$ cat config.mk
export PLATFORM = sky130hd
export DESIGN_NAME = seq_nonrestoring_divider
export DESIGN_NICKNAME = d
export VERILOG_FILES = /design/src/rtl/seq_nonrestoring_divider.sv
export SDC_FILE = /design/constraint.sdc
export NUM_CORES = 1
export LEC_CHECK = 0
export BUFFER_PORTS_ARGS = -buffer_cell sky130_fd_sc_hd__buf_2
export CAP_MARGIN = 20
export CORE_ASPECT_RATIO = 1.4
export CORE_MARGIN = 8
export CORE_UTILIZATION = 64
export CTS_CLUSTER_SIZE = 40
export DETAILED_ROUTE_END_ITERATION = 7
export PLACE_DENSITY = 0.84
export RECOVER_POWER = 25
export SLEW_MARGIN = 40
export SYNTH_ARGS = -nofsm -noshare
export SYNTH_HDL_FRONTEND = slang
export SYNTH_SLANG_ARGS = --single-unit
$ cat constraint.sdc
create_clock -name clk -period 9.5 [get_ports clk]
set_input_delay 1.425 -clock clk [delete_from_list [all_inputs] [get_ports clk]]
set_output_delay 1.425 -clock clk [all_outputs]
set_load 0.01 [all_outputs]
$ cat src/rtl/seq_nonrestoring_divider.sv
// -----------------------------------------------------------------------------
// seq_nonrestoring_divider
//
// Iterative non-restoring integer divider. One quotient bit is produced per
// clock, followed by a single remainder-correction cycle, so the combinational
// depth is one WIDTH+1 bit add/subtract regardless of WIDTH.
//
// Optional feature macro: NRD_SIGNED_EN
//   undefined : unsigned division only, no is_signed port.
//   defined   : adds is_signed; two's complement operands are divided as
//               magnitudes and the results are sign-fixed in the CORRECT cycle
//               (truncating division, latency unchanged).
//
// Ports:
//   clk          clock, rising edge
//   rst          asynchronous active-high reset, clears all state
//   start        divide request, only honoured in IDLE
//   is_signed    (NRD_SIGNED_EN only) operands are two's complement
//   dividend     numerator, captured on an accepted start
//   divisor      denominator, captured on an accepted start
//   busy         high while iterating / correcting
//   done         one-cycle pulse, results valid
//   quotient     result, held until replaced
//   remainder    result, held until replaced
//   div_by_zero  set with done when the divisor was zero
// -----------------------------------------------------------------------------
module seq_nonrestoring_divider #(
  parameter int WIDTH = 16,
  parameter int CNT_W = $clog2(WIDTH + 1)
) (
  input  logic             clk,
  input  logic             rst,
  input  logic             start,
`ifdef NRD_SIGNED_EN
  input  logic             is_signed,
`endif
  input  logic [WIDTH-1:0] dividend,
  input  logic [WIDTH-1:0] divisor,
  output logic             busy,
  output logic             done,
  output logic [WIDTH-1:0] quotient,
  output logic [WIDTH-1:0] remainder,
  output logic             div_by_zero
);

  typedef enum logic [1:0] {
    IDLE    = 2'd0,
    RUN     = 2'd1,
    CORRECT = 2'd2,
    DONE    = 2'd3
  } state_t;

  state_t             state_q, state_d;
  logic [WIDTH:0]     p_q, p_d;        // signed partial remainder
  logic [WIDTH-1:0]   a_q, a_d;        // dividend shifting out / quotient in
  logic [WIDTH-1:0]   dvs_q, dvs_d;    // divisor magnitude
  logic [CNT_W-1:0]   cnt_q, cnt_d;
  logic               zero_q, zero_d;  // current operation is a divide-by-zero
  logic               neg_quo_q, neg_quo_d;
  logic               neg_rem_q, neg_rem_d;
  logic [WIDTH-1:0]   quo_q, quo_d;
  logic [WIDTH-1:0]   rem_q, rem_d;
  logic               dbz_q, dbz_d;
  logic               busy_q, busy_d;
  logic               done_q, done_d;

  logic               signed_s;
  logic               dividend_neg_s;
  logic               divisor_neg_s;
  logic [WIDTH-1:0]   dividend_mag_s;
  logic [WIDTH-1:0]   divisor_mag_s;
  logic [WIDTH:0]     dvs_ext_s;
  logic [WIDTH:0]     p_shift_s;
  logic [WIDTH:0]     p_next_s;
  logic [WIDTH-1:0]   rem_fix_s;

`ifdef NRD_SIGNED_EN
  assign signed_s = is_signed;
`else
  assign signed_s = 1'b0;
`endif

  assign dividend_neg_s = signed_s & dividend[WIDTH-1];
  assign divisor_neg_s  = signed_s & divisor[WIDTH-1];
  // Two's complement negation also maps the most-negative value onto its
  // unsigned magnitude, which is what the datapath needs.
  assign dividend_mag_s = dividend_neg_s ? (~dividend + {{(WIDTH-1){1'b0}}, 1'b1}) : dividend;
  assign divisor_mag_s  = divisor_neg_s  ? (~divisor  + {{(WIDTH-1){1'b0}}, 1'b1}) : divisor;

  assign dvs_ext_s = {1'b0, dvs_q};
  assign p_shift_s = {p_q[WIDTH-1:0], a_q[WIDTH-1]};
  assign p_next_s  = p_q[WIDTH] ? (p_shift_s + dvs_ext_s) : (p_shift_s - dvs_ext_s);
  // The final remainder always lies in [0, divisor), so the correction only
  // needs the low WIDTH bits.
  assign rem_fix_s = p_q[WIDTH] ? (p_q[WIDTH-1:0] + dvs_q) : p_q[WIDTH-1:0];

  // Next-state, datapath and registered-output decode.
  always_comb begin
    state_d   = state_q;
    p_d       = p_q;
    a_d       = a_q;
    dvs_d     = dvs_q;
    cnt_d     = cnt_q;
    zero_d    = zero_q;
    neg_quo_d = neg_quo_q;
    neg_rem_d = neg_rem_q;
    quo_d     = quo_q;
    rem_d     = rem_q;
    dbz_d     = dbz_q;

    case (state_q)
      IDLE: begin
        if (start) begin
          p_d       = '0;
          cnt_d     = CNT_W'(WIDTH);
          dbz_d     = 1'b0;
          neg_quo_d = dividend_neg_s ^ divisor_neg_s;
          neg_rem_d = dividend_neg_s;
          dvs_d     = divisor_mag_s;
          if (divisor == '0) begin
            // Keep the raw dividend: it is returned unchanged as the remainder.
            // The zero case still passes through CORRECT so that done arrives
            // one cycle after the accepting edge.
            zero_d  = 1'b1;
            a_d     = dividend;
            state_d = CORRECT;
          end else begin
            zero_d  = 1'b0;
            a_d     = dividend_mag_s;
            state_d = RUN;
          end
        end else begin
          state_d = IDLE;
        end
      end

      RUN: begin
        p_d   = p_next_s;
        a_d   = {a_q[WIDTH-2:0], ~p_next_s[WIDTH]};
        cnt_d = cnt_q - CNT_W'(1);
        if (cnt_q == CNT_W'(1)) begin
          state_d = CORRECT;
        end else begin
          state_d = RUN;
        end
      end

      CORRECT: begin
        if (zero_q) begin
          quo_d = '1;
          rem_d = a_q;
          dbz_d = 1'b1;
        end else begin
          p_d   = {1'b0, rem_fix_s};
          quo_d = neg_quo_q ? (~a_q + {{(WIDTH-1){1'b0}}, 1'b1}) : a_q;
          rem_d = neg_rem_q ? (~rem_fix_s + {{(WIDTH-1){1'b0}}, 1'b1}) : rem_fix_s;
          dbz_d = 1'b0;
        end
        state_d = DONE;
      end

      DONE: begin
        state_d = IDLE;
      end

      default: begin
        state_d = IDLE;
      end
    endcase

    busy_d = (state_d == RUN) || (state_d == CORRECT);
    done_d = (state_d == DONE);
  end

  // State, datapath and output registers.
  always_ff @(posedge clk or posedge rst) begin
    if (rst) begin
      state_q   <= IDLE;
      p_q       <= '0;
      a_q       <= '0;
      dvs_q     <= '0;
      cnt_q     <= '0;
      zero_q    <= 1'b0;
      neg_quo_q <= 1'b0;
      neg_rem_q <= 1'b0;
      quo_q     <= '0;
      rem_q     <= '0;
      dbz_q     <= 1'b0;
      busy_q    <= 1'b0;
      done_q    <= 1'b0;
    end else begin
      state_q   <= state_d;
      p_q       <= p_d;
      a_q       <= a_d;
      dvs_q     <= dvs_d;
      cnt_q     <= cnt_d;
      zero_q    <= zero_d;
      neg_quo_q <= neg_quo_d;
      neg_rem_q <= neg_rem_d;
      quo_q     <= quo_d;
      rem_q     <= rem_d;
      dbz_q     <= dbz_d;
      busy_q    <= busy_d;
      done_q    <= done_d;
    end
  end

  assign busy        = busy_q;
  assign done        = done_q;
  assign quotient    = quo_q;
  assign remainder   = rem_q;
  assign div_by_zero = dbz_q;

endmodule

After elaboration in Yosys (flattened, before gate mapping) --
Index checks and enable logic that the tools add are counted.
Storage, ports and cells: input bits 35, word-level logic and storage cells 54, register bits after elaboration 92, output and inout port bits 35
Cells by class: equality and inequality tests 9, multiplexer cells 19, add/sub/neg operators 4, bitwise logic cells 1, reductions and logical operators 10
Operators by type and width (number):
- two-way mux 16 bit | 4
- two-way mux 17 bit | 3
- one-hot mux 17 bit (3 select lines) | 1
- one-hot mux 16 bit (2 select lines) | 1
- adder 17 x 16 -> 17 bit | 1
- subtractor 17 x 16 -> 17 bit | 1
- adder 16 bit | 1
- zero test 16 bit | 1
- one-hot mux 5 bit (2 select lines) | 1
- equality test 2 bit (second input constant) | 4
- one-hot mux 2 bit (4 select lines) | 1
- two-way mux 2 bit | 3
- AND reduction 2 bit | 3
- equality test 5 x 1 -> 1 bit (second input constant) | 1
- two-way mux 5 bit | 1
- subtractor 5 x 1 -> 5 bit (second input constant) | 1
- equality test 2 x 1 -> 1 bit (second input constant) | 2
- != test 2 bit (second input constant) | 2
- nonzero test 2 bit | 2
- two-way mux 1 bit | 3
- AND reduction 3 bit | 1
- nonzero test 3 bit | 1
- zero test 2 bit | 1
- one-hot mux 1 bit (2 select lines) | 1
- other kinds (2) | 2

Depth between registers and ports, before layout --
Gate-level depths: netlist (run 1).
word-level depth 6, mapped depth 14, depth with buffers taken out 14

Worst setup path after synthesis (run 1) --
No wires, ideal clock.
kind register to register, start point register p_q[16], end point register p_q[16], path buffers 3, data arrival time 3.222 ns, cell stages (with the launch flop) 14, path slack 6.157 ns, required time 9.379 ns, clock period less this slack 3.343 ns, library setup time 0.121 ns, path through dfrtp_1 buf_1 buf_1 clkbuf_1 nor2_1 xor2_1 ha_1 a21oi_1 o21ai_1 a21oi_1 o41ai_1 o22ai_1 xnor2_1 a22o_1
On the way: cells in the longest elaborated chain, start to end 2
Ends and longest elaborated chain:
- start, declared | line 54 | logic [WIDTH:0] p_q, p_d;
- start signal, assigned | line 193 | p_q <= p_d;
- two-way mux 17 bit | line 92 | assign p_next_s = p_q[WIDTH] ? (p_shift_s + dvs_ext_s) : (p_shift_s - dvs_ext_s);
- one-hot mux 17 bit (3 select lines) | line 111 | case (state_q)
Every way passes these cells. A chain may end at the register's enable or synchronous reset.

Final worst setup path (run 1) --
start point register state_q[0], end point register rem_q[2] (netlist: remainder[2])
On the way: cells in the longest elaborated chain, start to end 1
Ends and longest elaborated chain:
- start, declared | line 53 | state_t state_q, state_d;
- start signal, assigned | line 192 | state_q <= state_d;
- equality test 2 bit | line 111
- end signal, assigned | line 201 | rem_q <= rem_d;
- end, declared | line 62 | logic [WIDTH-1:0] rem_q, rem_d;
Every way passes these cells.

==> results of run 1 <==
logic make-up after synthesis:
kind of cell / Yosys count
DFF: 92
adders and majority gates: 42
AOI/OAI and AO/OA: 196
muxes: 49
buffers and inverters: 58
xor gates and xnor gates: 37
and+or+nand+nor: 191
per-stage QoR:
stage | power [W] | cells | hold slack, ns | utilization, % | area (um^2)
finish | 0.00269 | 833 | 0.489 | 72.6 | 6750
global route | 0.00288 | 833 | 0.518 | 72.6 | 6750
CTS | 0.00266 | 833 | 0.496 | 72.5 | 6750
detailed placement | 0.00228 | 817 | 0.475 | 69.3 | 6450
global placement | 0.00223 | 817 | 0.463 | 69.3 | 6440
floorplan | 0.00188 | 665 | 0.471 | - | 6040
how the worst max path moves through the flow:
stage / startpoint / end / slack (ns) / cells after the start
floorplan: rst / a_q[0] / 5.68 / 1
global placement: dvs_q[1] / p_q[16] / 5.90 / 12
finish: state_q[0] / remainder[2] / 4.96 / 7
detailed placement: dvs_q[1] / p_q[16] / 5.72 / 12
global route: state_q[0] / p_q[2] / 4.39 / 7
CTS: dvs_q[1] / p_q[16] / 5.69 / 12
layer usage:
layer,share of wire [%],track usage (%),wire (um)
met5,0,0,0
met4,3.8,14.1,632
met3,6.0,4.72,999
met2,50,46.4,8290
met1,41,30.3,6780
cell type report:
cell class              instances  area, um^2  share of cell area, %
multi-input cells             515        3530                   52.3
flip-flops and latches         92        2300                   34.1
repair buffers                 74         382                   5.65
clock buffers                  10         229                   3.39
well taps                     110         138                   2.04
inverters                      26        98.8                   1.46
clock inverters                 6        71.3                   1.06
power by group:
part / internal, W / leakage [nW] / switching, W
Clock: 0.000207 / 0.145 / 0.000159
Sequential: 0.000546 / 1.19 / 0.000184
Combinational: 0.000660 / 1.84 / 0.000930
worst min-delay path: cells and delay by family (launching register included):
| family | cells | cell delay [ns] |
|---|---|---|
| flops | 1 | 0.34 |
| simple gates | 1 | 0.05 |
| compound gates | 1 | 0.06 |
cell usage after synthesis (2+ instances only):
master	n	area [um^2]
or3_1	3	18.8
o31ai_1	7	52.6
nor2b_1	2	12.5
buf_1	7	26.3
nor4_1	10	62.6
nor2_1	61	229
nand4_1	2	12.5
o21ai_1	2	10.0
and3_1	6	37.5
a21o_1	5	37.5
nor3_1	17	85.1
a21oi_1	57	285
xor2_1	23	201
o21a_1	12	90.1
nor3b_1	3	22.5
mux2i_1	26	260
o211ai_1	3	22.5
and2_1	4	25.0
o311ai_1	2	17.5
o21ai_0	53	265
o221ai_1	6	52.6
a211oi_1	3	22.5
ha_1	40	500
a22o_1	4	35.0
a221oi_2	2	30.0
clkbuf_1	24	90.1
a221o_1	7	70.1
a22oi_1	5	37.5
a31oi_1	5	31.3
nand2b_1	4	25.0
o22ai_1	4	25.0
inv_1	25	93.8
o21bai_1	3	22.5
mux2_2	23	259
dfrtp_1	92	2300
o41ai_1	2	17.5
xnor2_1	14	123
nand2_1	63	236
fa_1	2	40.0
nand3_1	12	60.1
state kept, by name, summed over array words and instances, names as in the netlist:
register     cells
cnt_q            5
p_q             17
done             1
quotient        16
state_q          2
div_by_zero      1
dvs_q           16
zero_q           1
a_q             16
busy             1
remainder       16
cell usage in the layout (no fill, tap or decap), types with 25 or more instances in the layout:
cell     Yosys  routed
a21oi_1     57      57
buf_2        1      68
dfrtp_1     92      92
ha_1        40      40
inv_1       25      25
mux2i_1     26      26
nand2_1     63      63
nor2_1      61      61
o21ai_0     53      53
==> metrics.md, run 1 <==
| Metric | Value |
|---|---|
| Outcome | `finished, violations left` |
| Failing checks | `max-capacitance violations, max-slew violations` |
| Clock transition at path regs | `0.07 ns` |
| Peak VDD IR | `0.190 mV` |
| Final worst-path setup slack | `4.96 ns` |
| Hold Path Stages | `2` |
| Setup-failing EPs final | `0` |
| Critical path launch point type | `flop` |
| Initial antenna violation count | `0` |
| Share of layout cells above drive strength 1 | `17.0%` |
| Mux share of post-synthesis cell area | `8.60%` |
| Core area | `9300 um^2` |
| Slew Limit Fails | `94` |
| Period utilisation layout | `47.8%` |
| Post-synth EDFFs | `0` |
| # resized after CTS | `0` |
| Slowest cell delay on critical path | `1.78 ns` |
| Vias/cell | `6.43` |
| Die H | `131 um` |
| Reg2Reg Launch Point | `state_q[0]` |
| Max Cap Violations | `2` |
| Adder-cell share of the synthesized area | `8.95%` |
| GPL Wtd Cong | `0.941` |
| Ports | `70` |
| #FFs+latches synth | `92` |
| Slew @ Worst Pin | `2.50 ns` |
| Cell Rows | `42` |
| Post-synthesis cell area | `6040 um^2` |
| Reg2reg path depth | `7` |
| Setup CP Type | `flop to flop` |
| Gr ovfl total | `0` |
| RSZ-0062 raised after global routing | `false` |
| Setup TNS | `0 ns` |
| Wirelength per Cell | `20.1 um` |
| Htree depth | `3` |
| Asr flop ratio synth | `100%` |
| Worst Hold End | `remainder[4]` |
| Req. time, crit path | `9.78 ns` |
| Initial core utilization | `64.9%` |
| Clk_lat worst skew | `0.34 ns` |
| Crit end category | `flop` |
| Post-place setup slack | `5.72 ns` |
| Sequence of cells on the critical path | `inv_1, ha_1, clkbuf_1, inv_1, a211oi_1, o21a_1, a221o_1` |
| Syn_nets | `742` |
| CTS root buf | `clkbuf_16` |
| Largest net degree at the start of global routing | `60` |
| Post-synthesis sequential area ratio | `38.1%` |
| Drt first pass iters | `5` |
| Area Overhead vs Synth | `11.7%` |
| Largest family of logic cells by synthesized area | `compound AO/OA/AOI/OAI gates` |
| PwrDens | `398 nW/um^2` |
| Final hold viol count | `0` |
| Final net count | `795` |
| Slowest library cell on the worst path | `clkbuf_1` |
| Routed vias | `5357` |
| Initial detailed-routing violation count | `365` |
| Antenna-violating nets left | `0` |
| Leakage | `3.18 nW` |
| Max Clock Freq | `0.220 GHz` |
| Post-CTS setup buffer count | `0` |
| Total wire length | `16.7 mm` |
| R2r setup slk | `4.96 ns` |
| Data arrival time of the critical path | `4.82 ns` |
| Hold path startpoint | `remainder[4]` |
| Kind of cell adding the most delay to the critical path | `buffers and inverters` |
| Antenna Cells | `0` |
| Port bufs | `69` |
| HPWL Detailed | `12.3 mm` |
| Max FO, Critical Path | `58` |
| Slew headroom | `-66.7%` |
| Worst Path Buf+Inv | `3` |
| Final Skew | `0.00654 ns` |
| Syn avg cell area | `9.08 um^2` |
| First-pass GRT wire length | `26.9 mm` |
| Number of global-route vias before repair | `5491` |
| Simple-Gate Fraction of Synth Area | `14.3%` |
| Reg-to-reg critical path endpoint | `remainder[2]` |
| Crit-path most repeated cell | `inv_1` |
| Post-synth cell types | `60` |
| Num CTS Buffers | `9` |
| Longest Clk Path Bufs | `2` |
| CTS tree | `done` |
| Hold Crit Class | `flop to flop` |
| Drt drc | `0` |
| Die area | `12800 um^2` |
| # clock sinks | `92` |
| Synth warnings | `0` |
| All-Layer GR Usage | `26.5%` |
| Fillers | `693` |
| Compound-cell area share of the yosys netlist | `21.1%` |
| Die width | `98.1 um` |
| Syn Inst Count | `665` |
| Xor/xnor share of the synthesized area | `5.36%` |
| Min Tclk post-route | `4.54 ns` |
| # hold bufs at CTS | `0` |
| Most used DFF post-synth | `dfrtp_1` |
(Power assumes the default switching activity.)
==> run 2: changes to the inputs <==
- CORE_UTILIZATION: 64 -> 54
- PLACE_DENSITY: 0.84 -> 0.76
- clock period: 9.5 -> 4.1 ns (I/O delays scaled with it)
==> metrics.md, run 2 (same netlist as run 1, synthesis figures left out) <==
| Metric | Value |
|---|---|
| Number of global-route vias before repair | `5344 (-2.7%)` |
| Drt first pass iters | `5 (unchanged)` |
| Area of the multi-input gates | `3520 um^2 (-0.18%)` |
| Total wire length | `17.0 mm (+1.9%)` |
| Num CTS Buffers | `9 (unchanged)` |
| Peak VDD IR | `0.436 mV (+130%)` |
| Fillers | `923 (+33%)` |
| Htree depth | `3 (unchanged)` |
| Setup CP Type | `flop to flop` |
| First-pass GRT wire length | `27.8 mm (+3.3%)` |
| # hold bufs at CTS | `0 (unchanged)` |
| Vias/cell | `6.13 (-4.7%)` |
| Die H | `141 um (+7.8%)` |
| Critical path launch point type | `flop` |
| # clock sinks | `92 (unchanged)` |
| Failing checks | `max-capacitance violations, max-slew violations` |
| Core Util, Final | `62.7% (-9.9 points)` |
| Ports | `70 (unchanged)` |
| Hold Crit Class | `input port to asynchronous set/reset pin` |
| PwrDens | `913 nW/um^2 (+130%)` |
| Setup TNS | `0 ns (unchanged)` |
| Max reg flops | `17 (unchanged)` |
| Gr ovfl total | `0 (unchanged)` |
| Max FO, Critical Path | `7 (-88%)` |
| Max Cap Violations | `2 (unchanged)` |
| Longest Clk Path Bufs | `2 (unchanged)` |
| Slew @ Worst Pin | `2.42 ns (-0.0838 ns)` |
| Clk_lat worst skew | `0.35 ns (about the same)` |
| Final hold viol count | `0 (unchanged)` |
| Post-CTS setup buffer count | `0 (unchanged)` |
| Antenna Cells | `0 (unchanged)` |
| Slew headroom | `-61.1% (+5.6 points)` |
| Most common cell after layout, fill and taps aside | `dfrtp_1` |
| Die width | `105 um (+7.4%)` |
| Core area | `10900 um^2 (+17%)` |
| HPWL Detailed | `12.5 mm (+1.0%)` |
| Period utilisation layout | `88.5% (+41 points)` |
| Leakage | `3.20 nW (+0.68%)` |
| CTS tree | `done` |
| GPL Wtd Cong | `0.916 (-2.7%)` |
| Min Tclk post-route | `3.63 ns (-0.912 ns)` |
| Largest net degree at the start of global routing | `59 (-1.7%)` |
| Outcome | `finished, violations left` |
| Port bufs | `69 (unchanged)` |
| # resized after CTS | `0 (unchanged)` |
| Setup-failing EPs final | `0 (unchanged)` |
| Share of layout cells above drive strength 1 | `17.7% (+0.71 points)` |
| Slew Limit Fails | `86 (-8.5%)` |
| Wirelength per Cell | `19.6 um (-2.3%)` |
| Max Clock Freq | `0.275 GHz (+25%)` |
| Initial antenna violation count | `0 (unchanged)` |
| Sequential Area | `2300 um^2 (unchanged)` |
| CTS root buf | `clkbuf_16` |
| Data arrival time of the critical path | `3.86 ns (-0.96 ns)` |
| Crit end category | `flop` |
| Clock transition at path regs | `0.08 ns (about the same)` |
| Cell Rows | `45 (+7.1%)` |
| Drt drc | `0 (unchanged)` |
| All-Layer GR Usage | `23.1% (-3.4 points)` |
| Antenna-violating nets left | `0 (unchanged)` |
| Initial detailed-routing violation count | `365 (unchanged)` |
| Biggest register | `p_q` |
| Routed vias | `5325 (-0.60%)` |
| Initial core utilization | `55.6% (-9.4 points)` |
| Die area | `14900 um^2 (+16%)` |
| Most frequent cells in the layout | `92 x dfrtp_1, 69 x buf_2, 63 x nand2_1` |
| Final Skew | `0.0113 ns (+0.00479 ns)` |
| Area Overhead vs Synth | `12.8%` |
| Final net count | `800 (+0.63%)` |
| Req. time, crit path | `4.33 ns (-5.45 ns)` |
| RSZ-0062 raised after global routing | `false` |
-- run 2: critical path, stage by stage (launching register included) --
cell	delay (ns)
dfrtp_1	0.46
inv_1	0.09
ha_1	0.19
nand2_1	0.10
nor4_1	0.62
nor2_1	0.12
xnor2_1	0.19
ha_1	0.33
nand3_1	0.14
nor4_1	0.52
o211ai_1	0.14
a31oi_1	0.21
xor2_1	0.09
a221o_1	0.32
-- run 2: worst paths after layout --
| check | startpoint | to | slack [ns] | cells past startpoint |
|---|---|---|---|---|
| setup / recovery | dvs_q[1] | p_q[15] | 0.47 | 13 |
| hold / removal | rst | quotient[1] | 0.22 | 2 |
| setup reg to reg | dvs_q[1] | p_q[15] | 0.47 | 13 |
| hold reg to reg | remainder[3] | remainder[3] | 0.48 | 2 |
| max in group asynchronous | rst | p_q[11] | 1.28 | 3 |
| min in group clk | remainder[3] | remainder[3] | 0.48 | 2 |
-- run 2: cell type report --
type                       count  share of cell area (%)
tap                          141                    2.59
inverter                      26                    1.45
sequential                    92                    33.8
clock inverter                 6                   0.918
clock buffer                  10                    3.51
multi-input combinational    515                    51.7
timing repair buffer          79                    6.06
-- run 2: metrics by stage --
stage / std cells / power, W / worst slack, ns / cell area (um^2) / hold WS, ns
CTS: 869 / 0.00618 / 0.499 / 6820 / 0.136
global placement: 853 / 0.00516 / 0.698 / 6520 / 0.464
finish: 869 / 0.00622 / 0.470 / 6810 / 0.224
global route: 869 / 0.00671 / 0.147 / 6810 / 0.262
floorplan: 665 / 0.00435 / 0.757 / 6040 / 0.471
detailed placement: 853 / 0.00527 / 0.560 / 6520 / 0.471
-- run 2: power by group --
group	leakage, nW	total, W	switching (W)	internal, W
logic	1.86	0.00365	0.00211	0.00154
registers	1.19	0.00171	0.000448	0.00126
clock network	0.151	0.000855	0.000406	0.000449
-- run 2: routing by layer --
metal	share of wire, %	up-vias	track usage, %
met5	0	-	0
met4	3.0	0	9.95
met3	5.3	36	4.24
met2	50	177	39.2
met1	41	2587	27.9
li1	-	2525	-
==> run 3: changes to the inputs <==
- CORE_UTILIZATION: 54 -> 55
- CTS_BUF_LIST: default -> sky130_fd_sc_hd__clkbuf_8
- PLACE_DENSITY: 0.76 -> 0.77
==> metrics.md, run 3 (same netlist as run 1, synthesis figures left out) <==
| Metric | Value |
|---|---|
| CTS tree | `done` |
| GPL Wtd Cong | `0.974 (+6.3%)` |
| Wirelength per Cell | `19.3 um (-1.4%)` |
| Initial core utilization | `56.2% (+0.58 points)` |
| Number of global-route vias before repair | `5403 (+1.1%)` |
| # clock sinks | `92 (unchanged)` |
| Htree depth | `3 (unchanged)` |
| Max Clock Freq | `0.291 GHz (+5.5%)` |
| Gr ovfl total | `0 (unchanged)` |
| Antenna-violating nets left | `0 (unchanged)` |
| Post-CTS setup buffer count | `0 (unchanged)` |
| Cell Rows | `45 (unchanged)` |
| Max FO, Critical Path | `7 (unchanged)` |
| Share of layout cells above drive strength 1 | `17.8% (+0.11 points)` |
| Reg2reg path depth | `14 (+1)` |
| Final hold viol count | `0 (unchanged)` |
| Final net count | `801 (+0.13%)` |
| Sequential Area | `2300 um^2 (unchanged)` |
| Core area | `10800 um^2 (-1.0%)` |
| Sw frac | `48.0% (+0.38 points)` |
| CP startpoint | `dvs_q[1]` |
| Leakage | `3.16 nW (-1.4%)` |
| Setup-failing EPs final | `0 (unchanged)` |
| Max reg flops | `17 (unchanged)` |
| Initial detailed-routing violation count | `271 (-26%)` |
| R2r setup slk | `0.66 ns (+0.19 ns)` |
| Critical path launch point type | `flop` |
| Drt first pass iters | `5 (unchanged)` |
| Area Overhead vs Synth | `11.4%` |
| Die H | `140 um (-0.81%)` |
| Period utilisation layout | `83.9% (-4.6 points)` |
| Fillers | `902 (-2.3%)` |
| Die width | `105 um (-0.77%)` |
| Max Cap Violations | `2 (unchanged)` |
| Outcome | `finished, violations left` |
| Req. time, crit path | `4.34 ns (about the same)` |
| Most common cell after layout, fill and taps aside | `dfrtp_1` |
| Reg2Reg Launch Point | `dvs_q[1]` |
| Largest net degree at the start of global routing | `59 (unchanged)` |
| Drt drc | `0 (unchanged)` |
| Longest Clk Path Bufs | `2 (unchanged)` |
| Area of the multi-input gates | `3520 um^2 (unchanged)` |
| Crit end category | `flop` |
| Die area | `14600 um^2 (-1.6%)` |
| Flop pwr share | `28.5% (+1.0 points)` |
| Biggest register | `p_q` |
| Total wire length | `16.8 mm (-1.3%)` |
| GR Util met1 | `27.3% (-0.57 points)` |
| Initial antenna violation count | `1 (+1)` |
| Min Tclk post-route | `3.44 ns (-0.189 ns)` |
| Comb pwr share | `60.8% (+2.0 points)` |
| Met3 usage | `4.36% (+0.12 points)` |
| Failing checks | `max-capacitance violations, max-slew violations` |
| Clk_lat worst skew | `0.37 ns (+0.02 ns)` |
| Most frequent cells in the layout | `92 x dfrtp_1, 69 x buf_2, 63 x nand2_1` |
| # resized after CTS | `0 (unchanged)` |
| Worst Setup EP | `p_q[15]` |
| Clock power share | `10.6% (-3.2 points)` |
| RSZ-0062 raised after global routing | `false` |
| Num CTS Buffers | `9 (unchanged)` |
| # hold bufs at CTS | `0 (unchanged)` |
| P_sw | `0.00288 W (-2.8%)` |
| Ports | `70 (unchanged)` |
| HPWL Detailed | `12.8 mm (+2.5%)` |
| Reg-to-reg critical path endpoint | `p_q[15]` |
| Slew @ Worst Pin | `2.25 ns (-0.172 ns)` |
| Int Pwr | `0.00312 W (-4.2%)` |
| First-pass GRT wire length | `27.1 mm (-2.3%)` |
| Final Skew | `0.0155 ns (+0.00415 ns)` |
| Setup TNS | `0 ns (unchanged)` |
| Slew Limit Fails | `79 (-8.1%)` |
| Post-route cell area | `6730 um^2 (-1.3%)` |
| Vias/cell | `6.16 (+0.60%)` |
| Data arrival time of the critical path | `3.68 ns (-0.18 ns)` |
| Setup CP Type | `flop to flop` |
| Routed vias | `5363 (+0.71%)` |
| Peak VDD IR | `0.508 mV (+17%)` |
| Antenna Cells | `0 (unchanged)` |
| Busiest grt layer | `met2` |
| Slew headroom | `-49.7% (+11 points)` |
| Clock transition at path regs | `0.10 ns (+0.02 ns)` |
| GR Util met2 | `38.5% (-0.71 points)` |
| PwrDens | `892 nW/um^2 (-2.3%)` |
| All-Layer GR Usage | `22.9% (-0.24 points)` |
| Placement Cell Area | `6530 um^2 (+0.12%)` |
| Hold Crit Class | `input port to asynchronous set/reset pin` |
| Port bufs | `69 (unchanged)` |
| CTS root buf | `clkbuf_8` |
[run 3: area by class of cell]
type | instances | area share, %
inverter | 26 | 1.47
timing repair buffer | 80 | 6.25
multi-input combinational | 515 | 52.4
tap | 141 | 2.62
sequential | 92 | 34.2
clock inverter | 6 | 1.04
clock buffer | 10 | 2.05
[run 3: routing by layer]
metal / up-vias / share of wire [%]
li1: 2516 / -
met1: 2601 / 41
met2: 198 / 49
met3: 46 / 5.5
met4: 2 / 4.0
met5: - / 0.077
[run 3: worst min path at each step]
stage	startpoint	endpoint	slack, ns	depth (start not counted)
after floorplan	cnt_q[1]	cnt_q[1]	0.47	2
after global placement	remainder[15]	remainder[15]	0.46	1
after detailed placement	remainder[7]	remainder[7]	0.48	2
after CTS	rst	remainder[0]	0.17	2
after global routing	rst	a_q[3]	0.38	2
final	rst	remainder[0]	0.33	2
[run 3: worst max-delay path, cell delays in order (launching register included)]
cell	delay, ns
dfrtp_1	0.47
inv_1	0.08
ha_1	0.19
nand2_1	0.08
nor4_1	0.23
buf_4	0.18
nor2_1	0.05
xnor2_1	0.15
ha_1	0.33
nand3_1	0.15
nor4_1	0.54
o211ai_1	0.19
a31oi_1	0.26
xor2_1	0.10
a221o_1	0.32
[run 3: stage by stage]
stage / total power (W) / setup WS, ns / instances / hold WS, ns / utilization, %
after floorplan: 0.00435 / 0.757 / 665 / 0.471 / -
after detailed placement: 0.00530 / 0.714 / 854 / 0.479 / 60.7
after global routing: 0.00647 / 0.337 / 870 / 0.379 / 62.6
after CTS: 0.00596 / 0.690 / 870 / 0.169 / 62.6
after global placement: 0.00519 / 0.805 / 854 / 0.461 / 60.7
final: 0.00600 / 0.659 / 870 / 0.335 / 62.6
[run 3: power by group through the flow]
stage               sequential, W  combinational, W  clock [W]
detailed placement        0.00172           0.00359          0
global route              0.00176           0.00402   0.000686
CTS                       0.00170           0.00361   0.000651
finish                    0.00171           0.00365   0.000638
floorplan                 0.00161           0.00274          0
global placement          0.00169           0.00350          0
